==> src/rtl/alu_pkg.sv <==
// Shared definitions for the ALU: opcode encoding and opcode typedef.
package alu_pkg;

    localparam int ALU_OP_W = 3;

    typedef enum logic [ALU_OP_W-1:0] {
        OP_AND = 3'b000,
        OP_OR  = 3'b001,
        OP_ADD = 3'b010,
        OP_XOR = 3'b011,
        OP_NOR = 3'b100,
        OP_SRL = 3'b101,
        OP_SUB = 3'b110,
        OP_SLT = 3'b111
    } alu_op_e;

endpackage : alu_pkg

==> src/rtl/alu_if.sv <==
// Operand/result bundle between the ALU wrapper and its combinational datapath.
// Optional feature macro: ALU_OVERFLOW_EN adds the signed-overflow flag.
interface alu_if
    import alu_pkg::*;
#(
    parameter int WIDTH = 32
) ();

    logic [WIDTH-1:0] a;
    logic [WIDTH-1:0] b;
    alu_op_e          op;
    logic [WIDTH-1:0] result;
    logic             zero;
`ifdef ALU_OVERFLOW_EN
    logic             overflow;
`endif

    // Master presents operands and consumes the computed result.
    modport master (
        output a, b, op,
`ifdef ALU_OVERFLOW_EN
        input  overflow,
`endif
        input  result, zero
    );

    // Slave is the datapath: consumes operands, produces the result.
    modport slave (
        input  a, b, op,
`ifdef ALU_OVERFLOW_EN
        output overflow,
`endif
        output result, zero
    );

endinterface : alu_if

==> src/rtl/alu_datapath.sv <==
// Purely combinational ALU datapath: eight operations plus zero detect.
// Optional feature macro: ALU_OVERFLOW_EN adds signed ADD/SUB overflow detect.
module alu_datapath
    import alu_pkg::*;
#(
    parameter int WIDTH = 32
) (
    alu_if.slave bus
);

    localparam int SHW = $clog2(WIDTH);

    logic [WIDTH-1:0] w_sum;
    logic [WIDTH-1:0] w_diff;
    logic [SHW-1:0]   w_shamt;
    logic             w_slt;
    logic [WIDTH-1:0] w_res;

    // Adder and subtractor wrap naturally; the carry-out is never formed.
    assign w_sum   = bus.a + bus.b;
    assign w_diff  = bus.a - bus.b;
    // Only the low shift field of A steers the shifter; higher bits are ignored.
    assign w_shamt = bus.a[SHW-1:0];
    assign w_slt   = ($signed(bus.a) < $signed(bus.b));

    // Operation select.
    always_comb begin
        w_res = '0;
        case (bus.op)
            OP_AND:  w_res = bus.a & bus.b;
            OP_OR:   w_res = bus.a | bus.b;
            OP_ADD:  w_res = w_sum;
            OP_XOR:  w_res = bus.a ^ bus.b;
            OP_NOR:  w_res = ~(bus.a | bus.b);
            OP_SRL:  w_res = bus.b >> w_shamt;
            OP_SUB:  w_res = w_diff;
            OP_SLT:  w_res = {{(WIDTH-1){1'b0}}, w_slt};
            default: w_res = '0;
        endcase
    end

    assign bus.result = w_res;
    // Zero comes from the same computed value that gets registered as Result.
    assign bus.zero   = (w_res == '0);

`ifdef ALU_OVERFLOW_EN
    logic w_add_ovf;
    logic w_sub_ovf;

    // Signed overflow: ADD when like-signed operands give an unlike-signed sum,
    // SUB when unlike-signed operands give a difference whose sign differs from A.
    assign w_add_ovf = (bus.a[WIDTH-1] == bus.b[WIDTH-1]) && (w_sum[WIDTH-1]  != bus.a[WIDTH-1]);
    assign w_sub_ovf = (bus.a[WIDTH-1] != bus.b[WIDTH-1]) && (w_diff[WIDTH-1] != bus.a[WIDTH-1]);
    assign bus.overflow = ((bus.op == OP_ADD) && w_add_ovf) ||
                          ((bus.op == OP_SUB) && w_sub_ovf);
`endif

endmodule : alu_datapath

==> src/rtl/alu_unit.sv <==
// Registered ALU: combinational datapath followed by one stage of output flops.
// Optional feature macro: ALU_OVERFLOW_EN adds the registered Overflow output.
module alu_unit
    import alu_pkg::*;
#(
    parameter int WIDTH = 32
) (
    input  logic             clk,
    input  logic             rst_n,
    input  logic [WIDTH-1:0] A,
    input  logic [WIDTH-1:0] B,
    input  logic [2:0]       ALU_operation,
`ifdef ALU_OVERFLOW_EN
    output logic             Overflow,
`endif
    output logic [WIDTH-1:0] Result,
    output logic             Zero
);

    alu_if #(.WIDTH(WIDTH)) u_bus ();

    assign u_bus.a  = A;
    assign u_bus.b  = B;
    assign u_bus.op = alu_op_e'(ALU_operation);

    alu_datapath #(.WIDTH(WIDTH)) u_datapath (
        .bus (u_bus.slave)
    );

    logic [WIDTH-1:0] r_result;
    logic             r_zero;

    // Output stage: reset wins over the operation presented in the same cycle.
    always_ff @(posedge clk) begin
        if (!rst_n) begin
            r_result <= '0;
            r_zero   <= 1'b1;
        end else begin
            r_result <= u_bus.result;
            r_zero   <= u_bus.zero;
        end
    end

    assign Result = r_result;
    assign Zero   = r_zero;

`ifdef ALU_OVERFLOW_EN
    logic r_overflow;

    // Overflow flag registered alongside Result, cleared by reset.
    always_ff @(posedge clk) begin
        if (!rst_n) begin
            r_overflow <= 1'b0;
        end else begin
            r_overflow <= u_bus.overflow;
        end
    end

    assign Overflow = r_overflow;
`endif

endmodule : alu_unit

==> config.mk <==
export PLATFORM = sky130hd
export DESIGN_NAME = alu_unit
export DESIGN_NICKNAME = d
export VERILOG_FILES = /design/src/rtl/alu_pkg.sv /design/src/rtl/alu_if.sv /design/src/rtl/alu_datapath.sv /design/src/rtl/alu_unit.sv
export SDC_FILE = /design/constraint.sdc
export NUM_CORES = 1
export LEC_CHECK = 0
export ABC_AREA = 1
export BUFFER_PORTS_ARGS = -buffer_cell sky130_fd_sc_hd__buf_2
export CORE_UTILIZATION = 43
export CTS_BUF_LIST = sky130_fd_sc_hd__clkbuf_4 sky130_fd_sc_hd__clkbuf_8
export DETAILED_ROUTE_END_ITERATION = 10
export GPL_TIMING_DRIVEN = 0
export PLACE_DENSITY = 0.62
export SLEW_MARGIN = 20
export SYNTH_ARGS = -nofsm -noshare
export SYNTH_HDL_FRONTEND = slang
export SYNTH_SLANG_ARGS = --single-unit
==> constraint.sdc <==
create_clock -name clk -period 2.57 [get_ports clk]
set_input_delay 0.257 -clock clk [delete_from_list [all_inputs] [get_ports clk]]
set_output_delay 0.257 -clock clk [all_outputs]
set_load 0.005 [all_outputs]
---- After elaboration in Yosys (flattened, before gate mapping) ----
Index checks and enable logic that the tools add are counted.
word-level totals
  register bits after elaboration ......... 33
  output and inout port bits .............. 33
  input bits .............................. 69
cells by class
  equality and inequality tests ........... 7
  add/sub/neg operators ................... 2
  magnitude comparators ................... 1
  reduce and logical (&&, ||, !) cells .... 2
  shifts and indexed selects .............. 1
  bitwise logic cells ..................... 4
  multiplexer cells ....................... 1
operator list
  cell                count
  $pmux 32 s8         1
  $add 32x32->32      1
  $and 32x32->32      1
  $logic_not 32->1    1
  $lt 32x32->1        1
  $not 32->32         1
  $or 32x32->32       1
  $shr 32x5->32       1
  $sub 32x32->32      1
  $xor 32x32->32      1
  $eq 3x3->1 const B  4
  $eq 3x2->1 const B  2
  $eq 3x1->1 const B  1
  $logic_not 3->1     1

---- Depth between registers and ports, before layout ----
  word-level depth ........................ 4
  gate-level depth with buffers ........... 25
  gate-level depth less buffers ........... 21

---- Modules after synthesis ----
From an unflattened synthesis, not the netlist that was laid out.
unflattened totals
  cells, all modules ...................... 1974
  area total of the unflattened synthesis .. 10030.9 µm²
by module, submodules not included
  module        times used  sequential area each (µm²)  cells each  area each (µm²)
  alu_datapath  1           0.0                         1871        9048.7
  alu_unit      1           660.6                       103         982.2

---- Worst setup path before layout ----
Ideal clock, no wire load.
  kind .................................... input-to-reg
  start point ............................. input A[3]
  end point ............................... register r_zero (netlist: Zero)
  path buffers ............................ 4
  arrival time ............................ 2.374 ns
  stages .................................. 23
  setup slack ............................. 0.138 ns
  setup time .............................. 0.058 ns
  data required time ...................... 2.512 ns
  cell sequence ........................... buf_2 > inv_1 > buf_2 > buf_2 > ha_1 > buf_4 > nor2_1 > nand2_1 > nand3_2 > nand2_1 > nand2_1 > nand2_1 > nand2_1 > o21ai_1 > nor2_1 > nand2_1 > nand2_1 > nand2_1 > nor2_1 > nand2_1 > nor2_1 > nand3_1 > nand2_1
between the ends
  word-level cells in the longest chain between the ends .. 4
  elaborated cells on any way between the ends .. 10
RTL lines
  item                                                                    line                source
  start: declaration                                                      alu_unit.sv:10      input logic [WIDTH-1:0] A,
  parallel branches: the longest is 2 deep, another holds $sub 32x32->32  n/a
  $pmux 32 s8 *                                                           alu_datapath.sv:29  case (bus.op)
  $logic_not 32->1 *                                                      alu_datapath.sv:44  assign bus.zero = (w_res == '0);
  end signal: assignment                                                  alu_unit.sv:40      r_zero <= u_bus.zero;
  end: declaration                                                        alu_unit.sv:31      logic r_zero;
Mark *: on every way between the ends.
A chain may end at the register's enable or synchronous reset.

---- Worst setup path after layout ----
  start point ............................. input A[2]
  end point ............................... register r_result[25] (netlist: Result[25])
between the ends
  word-level cells in the longest chain between the ends .. 2
  elaborated cells on any way between the ends .. 4
RTL lines
  item                                    line                source
  $sub 32x32->32 (tied with other cells)  alu_datapath.sv:21  assign w_diff = bus.a - bus.b;
  $pmux 32 s8 *                           alu_datapath.sv:29
  end signal: assignment                  alu_unit.sv:39      r_result <= u_bus.result;
  end: declaration                        alu_unit.sv:30      logic [WIDTH-1:0] r_result;
Every way passes the cells marked *; elsewhere a longest branch is shown, timed or not.

==> impl_metrics.toml <==
[sta]
whs_ps = 149.8
finalSetupViolCount = 0
clock.fmax_ghz = 0.3994
slew-limit-headroom_pct = 52.62
fin_crit_ps = 2504
period_share_pct = 97.42
max_slew.worst_pin.slew_ps = 710.7
hold_viol = 0
maxSlewViolCount = 0

[setup_path]
critPathMaxFanout = 10
worstSetupPathType = "in -> reg"
critPathRequiredTime_ps = 2730
endpoint_kind = "flip-flop"
cp.arrival_ps = 2660
start_kind = "input pin"

[grt]
grt_pass1_vias = 12040
grt_max_degree = 17
antenna_found_initial = 0
gr-total-overflow = 0
grt.total_usage_pct = 39.26
grt_pass1_wl_um = 69150

[floorplan]
dieArea_um2 = 23440
die_h_um = 153.1
die_width_um = 153.1
ios = 102
coreArea_um2 = 22090
start_util_pct = 44.43
rows = 54

[cells_and_area]
nNetsFinal = 2306
utilization_pct = 55.03
finish.instance_area_um2 = 12160
drive_above_1_share_pct = 19.69
nFillCells = 2441
antennaDiodeCount = 0
area_growth_pct = 23.86

[yosys]
syn-cell-area_um2 = 9817
synth.ff_latch_count = 33
yosys.area.top_type = "nand2_1"
ys.warnings.count = 0
synth_area_leaders = "nand2_1 (26%), nand3_1 (16%), inv_1 (14%)"
syn_avg_cell_area_um2 = 4.951
synth-edff-count = 0
synth_async_sr_flop_share_pct = 0
ys.flop_type = "dfxtp_1"
synth.most_common_cell = "nand2_1"
netlist_top_cells_count = "nand2_1 (684), inv_1 (370), nand3_1 (313)"
postSynthCellCount = 1983
syn_nets = 2152
synth_cell_types = 32
netlist.area_leader.share_pct = 26.15
ys_seq_area_share_pct = 6.730

[status]
outcome = "finished clean"

[clocking]
cts.sinks = 33
clock_tree.buffer_depth = 2
cts_tree = "built"
h-tree-depth = 2
path_clk_slew_ps = 70
clockRootBuffer = "clkbuf_8"
cts_buffers = 5

[route]
drtPass1Iterations = 6
detail_route.wl_per_cell_um = 19.45
num_vias = 13360
drc = 0
drtIter0Drc = 1242
viasPerCell = 5.525
wl_um = 47040
drtAntennaViolNets = 0

[power_and_ir_drop]
swShare_pct = 54.18
clkPwrFrac_pct = 10.5
seq_power_share_pct = 16.0
p_sw_mw = 1.929
internal_power_mw = 1.631
ir_drop_mv = 0.2224
p_comb_share_pct = 73.5
p_per_area_nw_per_um2 = 292.7
p_total_mw = 3.559
leakage_nw = 6.996

[min_path]
worstHoldStart = "rst_n"
min_path_type = "in -> reg"
hold_depth = 2
hold_end = "Zero"

[flow_run]
cap_violations = 0

[placement]
placed_area_um2 = 10670
portBuffers = 100
gp_congestion = 1.065
dp_hpwl_um = 39420
-- worst max-delay path by stage --
stage	startpoint	end	slack, ps
3_3_place_gp	A[3]	Zero	-1290
2_1_floorplan	A[3]	Zero	140
6_report	A[2]	Result[25]	70
3_5_place_dp	A[3]	Zero	-1260
4_1_cts	A[0]	Zero	4
5_1_grt	B[15]	Zero	-30
-- cells by family after synthesis --
logic type | after synthesis | share of synthesized area [%]
and+or+nand+nor | 1258 | 53.72
AOI/OAI and AO/OA | 134 | 7.634
adders and majority gates | 100 | 12.90
DFF | 33 | 6.730
buffers and inverters | 458 | 19.02
-- repair_timing --
| item | in CTS | in global routing |
|---|---|---|
| buffers inserted | 23 | 30 |
| endpoints found under the hold margin | 0 | 0 |
| pin swaps | 21 | 50 |
| gates cloned | 0 | 0 |
| setup endpoints to repair | 26 | 5 |
| gates resized for setup | 80 | 252 |
| hold buffers | 0 | 0 |
-- cell type report --
type	instances	area [µm²]	share of cell area, %
sequential	33	660.6	5.433
buffer	71	525.5	4.322
tap	280	350.3	2.881
clock buffer	6	76.32	0.6277
multi-input combinational	1492	8115	66.74
inverter	381	1470	12.09
clock inverter	2	10.01	0.08232
timing repair buffer	153	950.9	7.821
-- stage by stage --
stage	setup WS (ps)	TNS, ps	instances
2_1_floorplan	137.6	0	1983
3_3_place_gp	-1291	-13980	2363
3_5_place_dp	-1257	-13860	2363
4_1_cts	4.316	0	2391
5_1_grt	-30.21	-36.21	2418
6_report	66.25	0	2418
-- power by group through the flow --
stage                     registers, mW  clock network (mW)  logic (mW)
after CTS                         0.570               0.384        2.26
after global routing              0.573               0.400        2.84
after detailed placement          0.581                   0        2.13
after global placement            0.581                   0        2.12
after floorplan                   0.591                   0        1.38
final                             0.569               0.374        2.62
-- flip-flops by register name, summed over array words and instances (netlist names) --
name and cells:
Result 32, Zero 1
-- cell usage in the layout (no fill, tap or decap), types with 3 or more instances in the layout --
cell type / instances
inv_1: 348
nand2_2: 56
buf_8: 4
o21bai_1: 4
inv_4: 8
o21ai_1: 9
clkbuf_1: 10
nand3_1: 293
nand3_4: 9
a21oi_2: 7
ha_1: 89
o21ai_0: 51
nor2_2: 28
a211oi_1: 11
nor2_1: 148
buf_6: 19
ha_4: 8
buf_2: 109
nor3_2: 4
nand2_4: 14
and2_1: 4
dfxtp_1: 33
nand2_1: 617
nor2_4: 22
clkbuf_4: 9
nor3_1: 7
inv_2: 23
a211oi_2: 3
buf_1: 5
or2_2: 3
nand4_1: 38
o211ai_1: 10
a21oi_1: 33
clkbuf_8: 5
nand3_2: 12
buf_4: 66
-- critical path, stage by stage --
cell and delay, ps:
buf_4 150, inv_8 70, buf_8 140, ha_4 370, inv_4 80, nor2_4 120
inv_2 80, nand3_4 110, nand2_4 70, nand2_1 100, nand2_2 100, nand2_1 90
nand3_1 80, nand3_1 100, nand4_1 220, buf_4 210, buf_4 120, buf_4 120
inv_1 40, nor2_1 30
-- routing by layer --
layer | vias up | track usage [%] | routed length, µm
met5 | - | 0 | 0
met4 | 0 | 15.58 | 2133
met3 | 125 | 7.145 | 4817
met2 | 702 | 63.64 | 20500
met1 | 6061 | 51.19 | 19590
li1 | 6472 | - | -
Note: power is estimated with default switching activity, not from simulation.
